## src/rtl/dct_in_framer_pkg.sv

```systemverilog
// Shared defaults, FSM state encoding and a counter-width helper for the
// DCT input framer and its sample bank.
package dct_in_framer_pkg;

   localparam int N_DEF        = 32;
   localparam int NPTS_DEF     = 16;
   localparam int HOLD_CYC_DEF = 32;

   typedef enum logic [1:0] {
      ST_FILL   = 2'd0,
      ST_LAUNCH = 2'd1,
      ST_HOLD   = 2'd2
   } state_e;

   // Width of a counter that must hold values 0..n-1 (at least one bit).
   function automatic int cnt_w(input int n);
      return (n > 1) ? $clog2(n) : 1;
   endfunction

endpackage

```

## src/rtl/dct_in_bank.sv

```systemverilog
// NPTS x N sample register file: one indexed write port, all words read
// in parallel as a flattened bus (word k at bits [k*N +: N]).
module dct_in_bank
   import dct_in_framer_pkg::*;
#(
   parameter int N    = N_DEF,
   parameter int NPTS = NPTS_DEF
) (
   input  logic                        clk,
   input  logic                        rst_n,
   input  logic                        we,
   input  logic [cnt_w(NPTS)-1:0]      waddr,
   input  logic signed [N-1:0]         wdata,
   output logic [NPTS*N-1:0]           rdata
);

   logic signed [N-1:0] mem_q [NPTS];
   logic signed [N-1:0] mem_d [NPTS];

   // Next contents: copy current words, overwrite the addressed one on a write.
   always_comb begin
      mem_d = mem_q;
      if (we) begin
         mem_d[waddr] = wdata;
      end
   end

   // Storage; reset clears every word so a discarded block never leaks out.
   always_ff @(posedge clk) begin
      if (!rst_n) begin
         mem_q <= '{default: '0};
      end else begin
         mem_q <= mem_d;
      end
   end

   // Flatten the word array onto the parallel read bus.
   always_comb begin
      rdata = '0;
      for (int k = 0; k < NPTS; k++) begin
         rdata[k*N +: N] = mem_q[k];
      end
   end

endmodule

```

## src/rtl/dct_in_framer.sv

```systemverilog
// Collects NPTS serial samples into a parallel block, pulses init to the
// bit-serial DCT engine and keeps the block frozen while the engine runs.
// Optional double buffering: define DCT_IN_PINGPONG_EN to let the next block
// fill into a second bank while the engine works on the current one.
module dct_in_framer
   import dct_in_framer_pkg::*;
#(
   parameter int N        = N_DEF,
   parameter int NPTS     = NPTS_DEF,
   parameter int HOLD_CYC = HOLD_CYC_DEF
) (
   input  logic                 clk,
   input  logic                 rst_n,
   input  logic signed [N-1:0]  s_data,
   input  logic                 s_valid,
   output logic                 s_ready,
   output logic [NPTS*N-1:0]    blk_out,
   output logic                 init,
   output logic                 busy
);

   localparam int FW = cnt_w(NPTS);
   localparam int HW = cnt_w(HOLD_CYC);
   localparam logic [FW-1:0] FILL_LAST = FW'(NPTS - 1);
   localparam logic [HW-1:0] HOLD_LAST = HW'(HOLD_CYC - 1);

   state_e          state_q,    state_d;
   logic [FW-1:0]   fill_cnt_q, fill_cnt_d;
   logic [HW-1:0]   hold_cnt_q, hold_cnt_d;
   logic            xfer;
   logic            fill_last;

`ifdef DCT_IN_PINGPONG_EN
   logic            fill_bank_q, fill_bank_d;
   logic            eng_bank_q,  eng_bank_d;
   logic            fill_full_q, fill_full_d;
`endif

   // Handshake, fill/hold counting and FSM next-state; init/busy decode the state.
   always_comb begin
      state_d    = state_q;
      fill_cnt_d = fill_cnt_q;
      hold_cnt_d = hold_cnt_q;
      init       = (state_q == ST_LAUNCH);
      busy       = (state_q == ST_HOLD);
`ifdef DCT_IN_PINGPONG_EN
      fill_bank_d = fill_bank_q;
      eng_bank_d  = eng_bank_q;
      fill_full_d = fill_full_q;
      // The fill bank is independent of the engine; only a full bank stalls input.
      s_ready     = !fill_full_q;
`else
      // A single bank is shared with the engine, so input waits for FILL.
      s_ready     = (state_q == ST_FILL);
`endif
      xfer      = s_valid && s_ready;
      fill_last = xfer && (fill_cnt_q == FILL_LAST);

      if (xfer) begin
         fill_cnt_d = fill_last ? '0 : fill_cnt_q + 1'b1;
      end
`ifdef DCT_IN_PINGPONG_EN
      if (fill_last) begin
         fill_full_d = 1'b1;
      end
`endif

      case (state_q)
         ST_FILL: begin
            if (fill_last) begin
               state_d = ST_LAUNCH;
`ifdef DCT_IN_PINGPONG_EN
               // Hand the just-completed bank to the engine.
               eng_bank_d  = fill_bank_q;
               fill_bank_d = !fill_bank_q;
               fill_full_d = 1'b0;
`endif
            end
         end
         ST_LAUNCH: begin
            state_d    = ST_HOLD;
            hold_cnt_d = '0;
         end
         ST_HOLD: begin
            if (hold_cnt_q == HOLD_LAST) begin
               hold_cnt_d = '0;
`ifdef DCT_IN_PINGPONG_EN
               if (fill_full_q || fill_last) begin
                  // Next block already waiting: launch it straight away.
                  state_d     = ST_LAUNCH;
                  eng_bank_d  = fill_bank_q;
                  fill_bank_d = !fill_bank_q;
                  fill_full_d = 1'b0;
               end else begin
                  state_d = ST_FILL;
               end
`else
               state_d = ST_FILL;
`endif
            end else begin
               hold_cnt_d = hold_cnt_q + 1'b1;
            end
         end
         default: begin
            state_d = ST_FILL;
         end
      endcase
   end

   // Control registers; reset drops any partial or running block.
   always_ff @(posedge clk) begin
      if (!rst_n) begin
         state_q    <= ST_FILL;
         fill_cnt_q <= '0;
         hold_cnt_q <= '0;
`ifdef DCT_IN_PINGPONG_EN
         fill_bank_q <= 1'b0;
         eng_bank_q  <= 1'b0;
         fill_full_q <= 1'b0;
`endif
      end else begin
         state_q    <= state_d;
         fill_cnt_q <= fill_cnt_d;
         hold_cnt_q <= hold_cnt_d;
`ifdef DCT_IN_PINGPONG_EN
         fill_bank_q <= fill_bank_d;
         eng_bank_q  <= eng_bank_d;
         fill_full_q <= fill_full_d;
`endif
      end
   end

`ifdef DCT_IN_PINGPONG_EN
   logic [NPTS*N-1:0] rd0;
   logic [NPTS*N-1:0] rd1;

   dct_in_bank #(.N(N), .NPTS(NPTS)) u_bank0 (
      .clk   (clk),
      .rst_n (rst_n),
      .we    (xfer && !fill_bank_q),
      .waddr (fill_cnt_q),
      .wdata (s_data),
      .rdata (rd0)
   );

   dct_in_bank #(.N(N), .NPTS(NPTS)) u_bank1 (
      .clk   (clk),
      .rst_n (rst_n),
      .we    (xfer && fill_bank_q),
      .waddr (fill_cnt_q),
      .wdata (s_data),
      .rdata (rd1)
   );

   assign blk_out = eng_bank_q ? rd1 : rd0;
`else
   dct_in_bank #(.N(N), .NPTS(NPTS)) u_bank0 (
      .clk   (clk),
      .rst_n (rst_n),
      .we    (xfer),
      .waddr (fill_cnt_q),
      .wdata (s_data),
      .rdata (blk_out)
   );
`endif

endmodule

```

## config.mk

```make
export PLATFORM = sky130hd
export DESIGN_NAME = dct_in_framer
export DESIGN_NICKNAME = d
export VERILOG_FILES = /design/src/rtl/dct_in_framer_pkg.sv /design/src/rtl/dct_in_bank.sv /design/src/rtl/dct_in_framer.sv
export SDC_FILE = /design/constraint.sdc
export NUM_CORES = 1
export LEC_CHECK = 0
export CAP_MARGIN = 20
export CORE_AREA = 2 2 217 219
export DETAILED_ROUTE_END_ITERATION = 7
export DIE_AREA = 0 0 219 221
export GPL_ROUTABILITY_DRIVEN = 0
export PLACE_DENSITY_LB_ADDON = 0.08
export SYNTH_ARGS = -nofsm -noshare
export SYNTH_HDL_FRONTEND = slang
export SYNTH_SLANG_ARGS = --single-unit
```

## constraint.sdc

```tcl
create_clock -name clk -period 4.6 [get_ports clk]
set_input_delay 0.92 -clock clk [delete_from_list [all_inputs] [get_ports clk]]
set_output_delay 0.92 -clock clk [all_outputs]
set_load 0.1 [all_outputs]
```

==> run metrics, run 1 <==
Final setup viols=0; initial antenna violation count=1; Max Cap Viol=0; vias in the first global route=roughly 15,000; Final Non-Filler Cells=2,923; post-synthesis cell type count=39; Yosys reg bits=around 520; clock buffer depth=3; type of the tightest min-delay check=reg -> reg; Die ar.=48,400 µm²; top cells by area, synth=dfxtp_1, mux2i_1, nand2_1; port buffer count=549; hold depth=2; Slew Viols, Final=0; TritonCTS Sinks=~520; peak supply drop=about 0.29 mV; syn_area_per_cell=approximately 11 µm²; I/O pin count=550; RSZ-0062 raised after global routing=no; Via-to-Cell Ratio=~5.0; drc violations=0; Setup crit end kind=output port; Area Overhead vs Synth=36.8%; H-tree levels=2; final WL=66,000 µm; CP max stage cell=clkdlybuf4s50_1; TritonCTS clock tree=done; Final Cycle Share=0.798; gr ovfl total=0; synthesized cell area=19,300 µm²; Inst Count DP=2,832; PD cells=between 300 and 400 nW/µm²; static leakage=between 9 and 10 nW; Slew @ Worst Pin=1160 ps; Avg WL per Cell=about 23 µm; mux share of post-synthesis cell area=0.265; gr usage total=0.266; Achievable Freq=between 0.2 and 0.3 GHz; top-count cell post-synth=nand2_1; R2R Setup Slk=2080 ps; setup bufs post-CTS=0; kind of critical path=reg -> out; EDFF count, synth=0; register area share after synthesis=0.542; post-synth top area cell=dfxtp_1; Nets=between 2,000 and 2,500; final HPWL from detailed placement=44,200 µm; fraction of layout cells with a size suffix above 1=0.0471; clock insertion delay at the later pin of the skew report=between 600 and 700 ps; 1st-iter DRT viols=around 750; Fin. Hold Viols=0; worst-case hold path end point=u_bank0.rdata[354]$_SDFFE_PN0P_; CTS resizes=0; cts hold-fix bufs=0; routed vias=14,600; post-synthesis compound-gate area fraction=0.00440; Post-Route Utilization=0.574; Post-Synthesis Cells=~1,800; Hold Path Origin=u_bank0.rdata[354]$_SDFFE_PN0P_; die width=around 220 µm; capturing point of the worst reg2reg path=u_bank0.rdata[37]$_SDFFE_PN0P_; core outline area=between 40,000 and 50,000 µm²; CP Max Fanout=10; Detail Route Antenna Nets=0; Yosys Warn Count=0; Post-synth top cells=nand2_1, dfxtp_1, mux2i_1; Max-slew headroom=0.224; Mapped Nets=1,853; R2R depth=5; startpoint type of the worst setup path=flip-flop; TNS Setup=0 ps; Site Rows=79; Filler cells=about 4,000; worst r2r src=state_q[1]$_SDFFE_PN0P_; Die Span Y=~220 µm; Period minus WS final=roughly 3700 ps; root buf cell=clkbuf_16; Worst Skew=~10 ps; required arrival time at the worst endpoint=~3700 ps; Synth Area in XOR/XNOR=0.000453; top_reg_cell synth=dfxtp_1; Initial Utilization=0.420; critical path cell sequence=inv_1 -> ha_1 -> clkdlybuf4s50_1; crit path DAT=~2800 ps; Post-synth ARST share=0; slowest stage delay, CP=approximately 1300 ps; CTS buffer count=54; first drt pass iteration count=5; Yosys top cell area share=0.542; clock transition at the registers of the reported paths=roughly 60 ps; first-pass GRT wire length=approximately 97,000 µm; Synth Area in Adders=0.00583; status=finished clean; largest net degree at the start of global routing=between 150 and 200; Synth Area in Simple Gates=0.131; largest family of logic cells by synthesized area=multiplexers; Final Total Pwr=approximately 9.6 mW
## worst max-delay path by stage
stage	startpoint	to	slack, ps	cells after the start
after floorplan	state_q[1]$_SDFFE_PN0P_	u_bank0.rdata[419]$_SDFFE_PN0P_	2270	7
after global placement	s_valid	u_bank0.rdata[19]$_SDFFE_PN0P_	1460	4
after detailed placement	s_valid	u_bank0.rdata[52]$_SDFFE_PN0P_	1390	4
after CTS	state_q[1]$_SDFFE_PN0P_	s_ready	910	3
after global routing	state_q[0]$_SDFFE_PN0P_	s_ready	850	3
final	state_q[1]$_SDFFE_PN0P_	s_ready	930	3
## final cells by class
type | count | area (µm²) | share of cell area
diodes | 1 | 2.50 | 0.0000947
clock buffers | 86 | 1640 | 0.0619
clock inverters | 4 | 22.5 | 0.000852
inverters | 7 | 26.3 | 0.000994
multi-input cells | 1131 | 7870 | 0.298
flip-flops and latches | 523 | 10500 | 0.396
well taps | 607 | 759 | 0.0287
repair buffers | 564 | 5650 | 0.214
## layout by cell type (no fill, tap or decap), types with 2 or more instances in the layout
cell | synthesis | routed
clkinv_2 | 0 | 3
nor2_8 | 5 | 5
o41ai_1 | 2 | 2
nand3_4 | 5 | 5
inv_1 | 6 | 6
nor2_1 | 2 | 2
dfxtp_1 | 523 | 523
clkdlybuf4s50_1 | 0 | 548
nand3_2 | 3 | 3
ha_1 | 9 | 9
nand4_1 | 2 | 2
clkbuf_16 | 0 | 57
nand2_1 | 550 | 550
buf_4 | 7 | 12
mux2i_1 | 512 | 512
a21oi_1 | 5 | 5
nand4b_1 | 2 | 2
nand2b_1 | 2 | 2
clkbuf_1 | 70 | 19
buf_12 | 0 | 3
nand3_1 | 6 | 6
clkbuf_8 | 0 | 10
nor2_4 | 8 | 8
o21ai_0 | 2 | 2
## state kept, by name, indices dropped and copies added (netlist names)
| register | cells |
|---|---|
| state_q | 2 |
| u_bank0.rdata | 512 |
| fill_cnt_q | 4 |
| hold_cnt_q | 5 |
## layer usage
layer / global-route usage / vias up / share of wire
met5: 0 / - / 0
met4: 0.0974 / 0 / 0.037
met3: 0.0990 / 116 / 0.092
met2: 0.423 / 499 / 0.45
met1: 0.327 / 7113 / 0.42
li1: - / 6884 / -
## per-stage QoR
stage	cell area (µm²)	hold slack, ps	worst slack, ps
after global placement	24800	441	1460
after global routing	26400	467	847
final	26400	453	931
after CTS	26400	456	905
after detailed placement	24800	445	1390
after floorplan	19300	436	2270
## report_power, final
part           internal (mW)  total (mW)  switching (mW)
combinational          0.166       0.802           0.636
sequential              4.58        4.60          0.0262
clock                   2.41        4.19            1.78
## worst max-delay path, delay by kind of cell (launching register included)
kind	cells	cell delay, ps
DFF	1	340
buffers and inverters	2	1360
adders and majority gates	1	440
## logic make-up (layout without fill, tap and decap cells)
kind of cell | Yosys count | after routing
AOI/OAI and AO/OA | 13 | 13
xor gates and xnor gates | 1 | 1
adders and majority gates | 9 | 9
buffers and inverters | 155 | 661
DFF | 523 | 523
muxes | 512 | 512
other | 0 | 1
and+or+nand+nor | 596 | 596
(Power assumes the default switching activity.)
==> run 2, diff against run 1 <==
Clock period 4.6 ns to 3.64 ns, I/O delays scaled along.
==> run metrics, run 2 (synthesis results as in run 1) <==
Site Rows=79; area of the multi-input gates=around 7900 µm²; max FFs per register=between 500 and 600; CP max stage cell=clkdlybuf4s50_1; largest net degree at the start of global routing=108; initial antenna violation count=0; Max Cap Viol=0; required arrival time at the worst endpoint=around 2900 ps; cell count along the critical path=1; Setup crit end kind=output port; Initial Utilization=0.420; capturing point of the worst reg2reg path=u_bank0.rdata[13]$_SDFFE_PN0P_; Slew @ Worst Pin=between 1000 and 1500 ps; first-pass GRT wire length=roughly 97,000 µm; FF/Latch Area=about 10,000 µm²; RSZ-0062 raised after global routing=no; port buffer count=approximately 550; startpoint type of the worst setup path=flip-flop; Pint=~9.4 mW; Final Non-Filler Cells=between 2,000 and 3,000; CTS resizes=0; Die ar.=48,400 µm²; slowest stage delay, CP=between 1000 and 1500 ps; Period minus WS final=between 2000 and 3000 ps; Filler cells=approximately 4,000; fraction of layout cells with a size suffix above 1=0.0875; Avg WL per Cell=22.5 µm; Post-Route Utilization=0.579; H-tree levels=2; cell family with most CP delay=buffers and inverters; core outline area=around 46,000 µm²; gr ovfl total=0; TNS Setup=0 ps; CTS buffer count=54; most frequent cells in the layout=nand2_1, dfxtp_1, mux2i_1; R2R depth=5; Max-slew headroom=0.275; CP Launch Point=u_bank0.rdata[150]$_SDFFE_PN0P_; drc violations=0; vias in the first global route=about 15,000; Fin. Hold Viols=0; Buf+Inv Stages, Crit Path=1; Slew Viols, Final=0; Seq pwr share=0.464; 1st-iter DRT viols=just under 800; R2R Setup Slk=1130 ps; clock share of power=0.455; type of the tightest min-delay check=reg -> reg; Final setup viols=0; Hold Path Origin=u_bank0.rdata[255]$_SDFFE_PN0P_; TritonCTS clock tree=done; Worst Skew=between 15 and 20 ps; switching share of power=0.251; Final Cycle Share=0.801; critical path cell sequence=clkdlybuf4s50_1; hold depth=2; root buf cell=clkbuf_16; clock transition at the registers of the reported paths=roughly 60 ps; PD cells=roughly 470 nW/µm²; I/O pin count=between 500 and 600; routed vias=roughly 15,000; static leakage=between 10 and 15 nW; Area Overhead vs Synth=38.0%; clock buffer depth=3; Detail Route Antenna Nets=0; Comb power frac=0.082; TritonCTS Sinks=roughly 520; Inst Count DP=around 2,800; CP Max Fanout=2; Achievable Freq=0.343 GHz; cts hold-fix bufs=0; worst-case hold path end point=u_bank0.rdata[255]$_SDFFE_PN0P_; final HPWL from detailed placement=44,600 µm; gr usage total=0.266; ANT cells=0; first drt pass iteration count=5; Nets=2,343; clock insertion delay at the later pin of the skew report=approximately 600 ps; commonest non-fill, non-tap cell in the layout=nand2_1; Switch Pwr=around 3.1 mW; final WL=~66,000 µm; die width=~220 µm; crit path DAT=about 2200 ps; Via-to-Cell Ratio=around 5; status=finished clean; worst r2r src=state_q[1]$_SDFFE_PN0P_; kind of critical path=reg -> out; peak supply drop=0.354 mV; setup bufs post-CTS=0; Die Span Y=~220 µm
-- run 2: cell types whose count changed in the layout (fill, tap and decap cells not counted) --
| cell | before | now |
|---|---|---|
| inv_6 | 0 | 1 |
| buf_16 | 0 | 1 |
| clkbuf_1 | 19 | 15 |
| clkinv_2 | 3 | 6 |
| buf_12 | 3 | 8 |
| clkbuf_8 | 10 | 17 |
| clkbuf_16 | 57 | 55 |
| clkdlybuf4s50_1 | 548 | 483 |
| buf_4 | 12 | 89 |
| diode_2 | 1 | 0 |
| bufinv_16 | 0 | 4 |
-- run 2: worst reg2reg max path: cells and delay by family, from the launching register on --
family	cells	cell delay (ps)
AND/OR/NAND/NOR	2	1150
adder cells (fa/ha/maj)	1	450
flip-flops	1	340
buffers and inverters	1	90
multiplexers	1	410
-- run 2: worst max-delay path by stage --
| stage | endpoint |
|---|---|
| after floorplan | u_bank0.rdata[419]$_SDFFE_PN0P_ |
| after global placement | u_bank0.rdata[11]$_SDFFE_PN0P_ |
| after detailed placement | u_bank0.rdata[23]$_SDFFE_PN0P_ |
| after CTS | blk_out[150] |
| after global routing | blk_out[449] |
| final | blk_out[150] |
-- run 2: cell type report --
| class | count | area share |
|---|---|---|
| Sequential cell | 523 | 0.393 |
| Multi-Input combinational cell | 1131 | 0.295 |
| Timing Repair Buffer | 582 | 0.214 |
| Clock buffer | 87 | 0.0625 |
| Tap cell | 607 | 0.0285 |
| Clock inverter | 12 | 0.00624 |
| Inverter | 7 | 0.000986 |
-- run 2: power groups by stage --
| stage | logic (mW) | registers [mW] | clock network [mW] |
|---|---|---|---|
| floorplan | 0.304 | 6.35 | 0 |
| global placement | 1.02 | 5.94 | 0 |
| detailed placement | 1.03 | 5.94 | 0 |
| CTS | 1.03 | 5.82 | 5.83 |
| global route | 1.06 | 5.82 | 6.05 |
| finish | 1.03 | 5.82 | 5.71 |
-- run 2: layer usage --
layer	routed length (µm)	part of all wire	global-route usage	vias up
li1	-	-	-	6942
met1	28200	0.43	0.328	7243
met2	31200	0.47	0.440	446
met3	5360	0.081	0.0913	90
met4	1620	0.024	0.0748	0
met5	0	0	0	-
-- run 2: through the flow --
stage | setup WS (ps) | power, mW | hold slack, ps | area (µm²)
after floorplan | 1310 | 6.66 | 436 | 19300
after global placement | 671 | 6.97 | 441 | 24800
after detailed placement | 605 | 6.97 | 446 | 24800
after CTS | 695 | 12.7 | 456 | 26600
after global routing | 677 | 12.9 | 471 | 26700
final | 723 | 12.6 | 453 | 26700
==> run 3, diff against run 2 <==
Settings changed: CORE_AREA 2 2 217 219 to default, CORE_ASPECT_RATIO from default to 1.2, CORE_MARGIN from default to 1.5, CORE_UTILIZATION from default to 43, DIE_AREA 0 0 219 221 to default.
Clock period 3.64 ns to 2.5 ns, I/O delays scaled along.
==> run metrics, run 3 (synthesis results as in run 1) <==
first-pass GRT wire length=93,200 µm; I/O pin count=550; first drt pass iteration count=5; root buf cell=clkbuf_16; initial antenna violation count=0; CTS resizes=0; Filler cells=roughly 3,800; largest net degree at the start of global routing=61; area of the multi-input gates=roughly 7900 µm²; cell family with most CP delay=adder cells; type of the tightest min-delay check=in -> reg; vias in the first global route=14,500; Buf+Inv Stages, Crit Path=2; Die ar.=46,200 µm²; dpl ws=roughly 150 ps; max FFs per register=roughly 500; clock insertion delay at the later pin of the skew report=a little under 600 ps; required arrival time at the worst endpoint=2000 ps; Initial Utilization=0.439; setup bufs post-CTS=0; status=finished clean; routed vias=14,700; Final Cycle Share=0.906; TNS Setup=0 ps; peak supply drop=between 0.5 and 0.6 mV; static leakage=roughly 11 nW; final HPWL from detailed placement=42,900 µm; fraction of layout cells with a size suffix above 1=0.292; CTS buffer count=51; Area Overhead vs Synth=34.0%; RSZ-0062 raised after global routing=no; clock buffer depth=3; Site Rows=84; Detail Route Antenna Nets=0; FF/Latch Area=approximately 10,000 µm²; PD cells=691 nW/µm²; port buffer count=549; Die Span Y=235 µm; most frequent cells in the layout=buf_4, nand2_1, dfxtp_1; crit path DAT=1760 ps; Worst Skew=about 7.1 ps; Achievable Freq=roughly 0.44 GHz; Final setup viols=0; Slew Viols, Final=0; gr ovfl total=0; slowest stage delay, CP=~490 ps; core outline area=approximately 44,000 µm²; Max-slew headroom=0.371; Nets=2,379; Avg WL per Cell=around 22 µm; drc violations=0; Final Total Pwr=between 15 and 20 mW; ANT cells=0; TritonCTS clock tree=done; Period minus WS final=around 2300 ps; 1st-iter DRT viols=approximately 730; cts hold-fix bufs=0; TritonCTS Sinks=523; Via-to-Cell Ratio=around 5; commonest non-fill, non-tap cell in the layout=buf_4; clock transition at the registers of the reported paths=around 60 ps; gr usage total=0.266; critical path cell sequence=inv_1 -> ha_1 -> buf_12; H-tree levels=2; Worst Slack Setup Final=between 200 and 250 ps; Setup crit end kind=output port; CP max stage cell=ha_1; Max Cap Viol=0; startpoint type of the worst setup path=flip-flop; Fin. Hold Viols=0; final WL=approximately 63,000 µm; kind of critical path=reg -> out; CP Max Fanout=10; Slew @ Worst Pin=roughly 940 ps; die width=between 150 and 200 µm
run 3: layout make-up:
type                       instances  share of cell area
sequential                       523               0.404
tap                              559              0.0270
multi-input combinational       1131               0.304
inverter                           7             0.00101
clock inverter                    14             0.00503
timing repair buffer             621               0.197
clock buffer                      81              0.0622
run 3: where the power goes:
part	internal (mW)	total, mW	switching [mW]
clock	4.62	7.91	3.29
sequential	8.42	8.47	0.0541
combinational	0.341	1.50	1.16
run 3: layer usage:
metal / global-route usage / vias up / wire length, µm
met3: 0.0788 / 123 / 4770
met4: 0.105 / 0 / 2510
li1: - / 6999 / -
met1: 0.316 / 7150 / 25900
met2: 0.448 / 449 / 30100
met5: 0 / - / 0
run 3: worst min-delay path: stages:
cell and delay, ps:
buf_8 210, nand2_1 110, mux2i_1 50
run 3: final timing paths:
kind | start | to | slack [ps] | cells past startpoint
setup / recovery | state_q[0]$_SDFFE_PN0P_ | s_ready | 240 | 3
setup reg to reg | state_q[0]$_SDFFE_PN0P_ | u_bank0.rdata[29]$_SDFFE_PN0P_ | 390 | 7
hold / removal | rst_n | u_bank0.rdata[193]$_SDFFE_PN0P_ | 350 | 3
hold reg to reg | u_bank0.rdata[199]$_SDFFE_PN0P_ | u_bank0.rdata[199]$_SDFFE_PN0P_ | 450 | 2
run 3: stage by stage:
| stage | utilization | hold WS (ps) | area [µm²] | cells |
|---|---|---|---|---|
| 5_1_grt | 0.588 | 342 | 25900 | 2936 |
| 3_3_place_gp | 0.548 | 442 | 24200 | 2841 |
| 2_1_floorplan | - | 436 | 19300 | 1809 |
| 4_1_cts | 0.588 | 320 | 25900 | 2936 |
| 3_5_place_dp | 0.548 | 448 | 24200 | 2841 |
| 6_report | 0.588 | 353 | 25900 | 2936 |
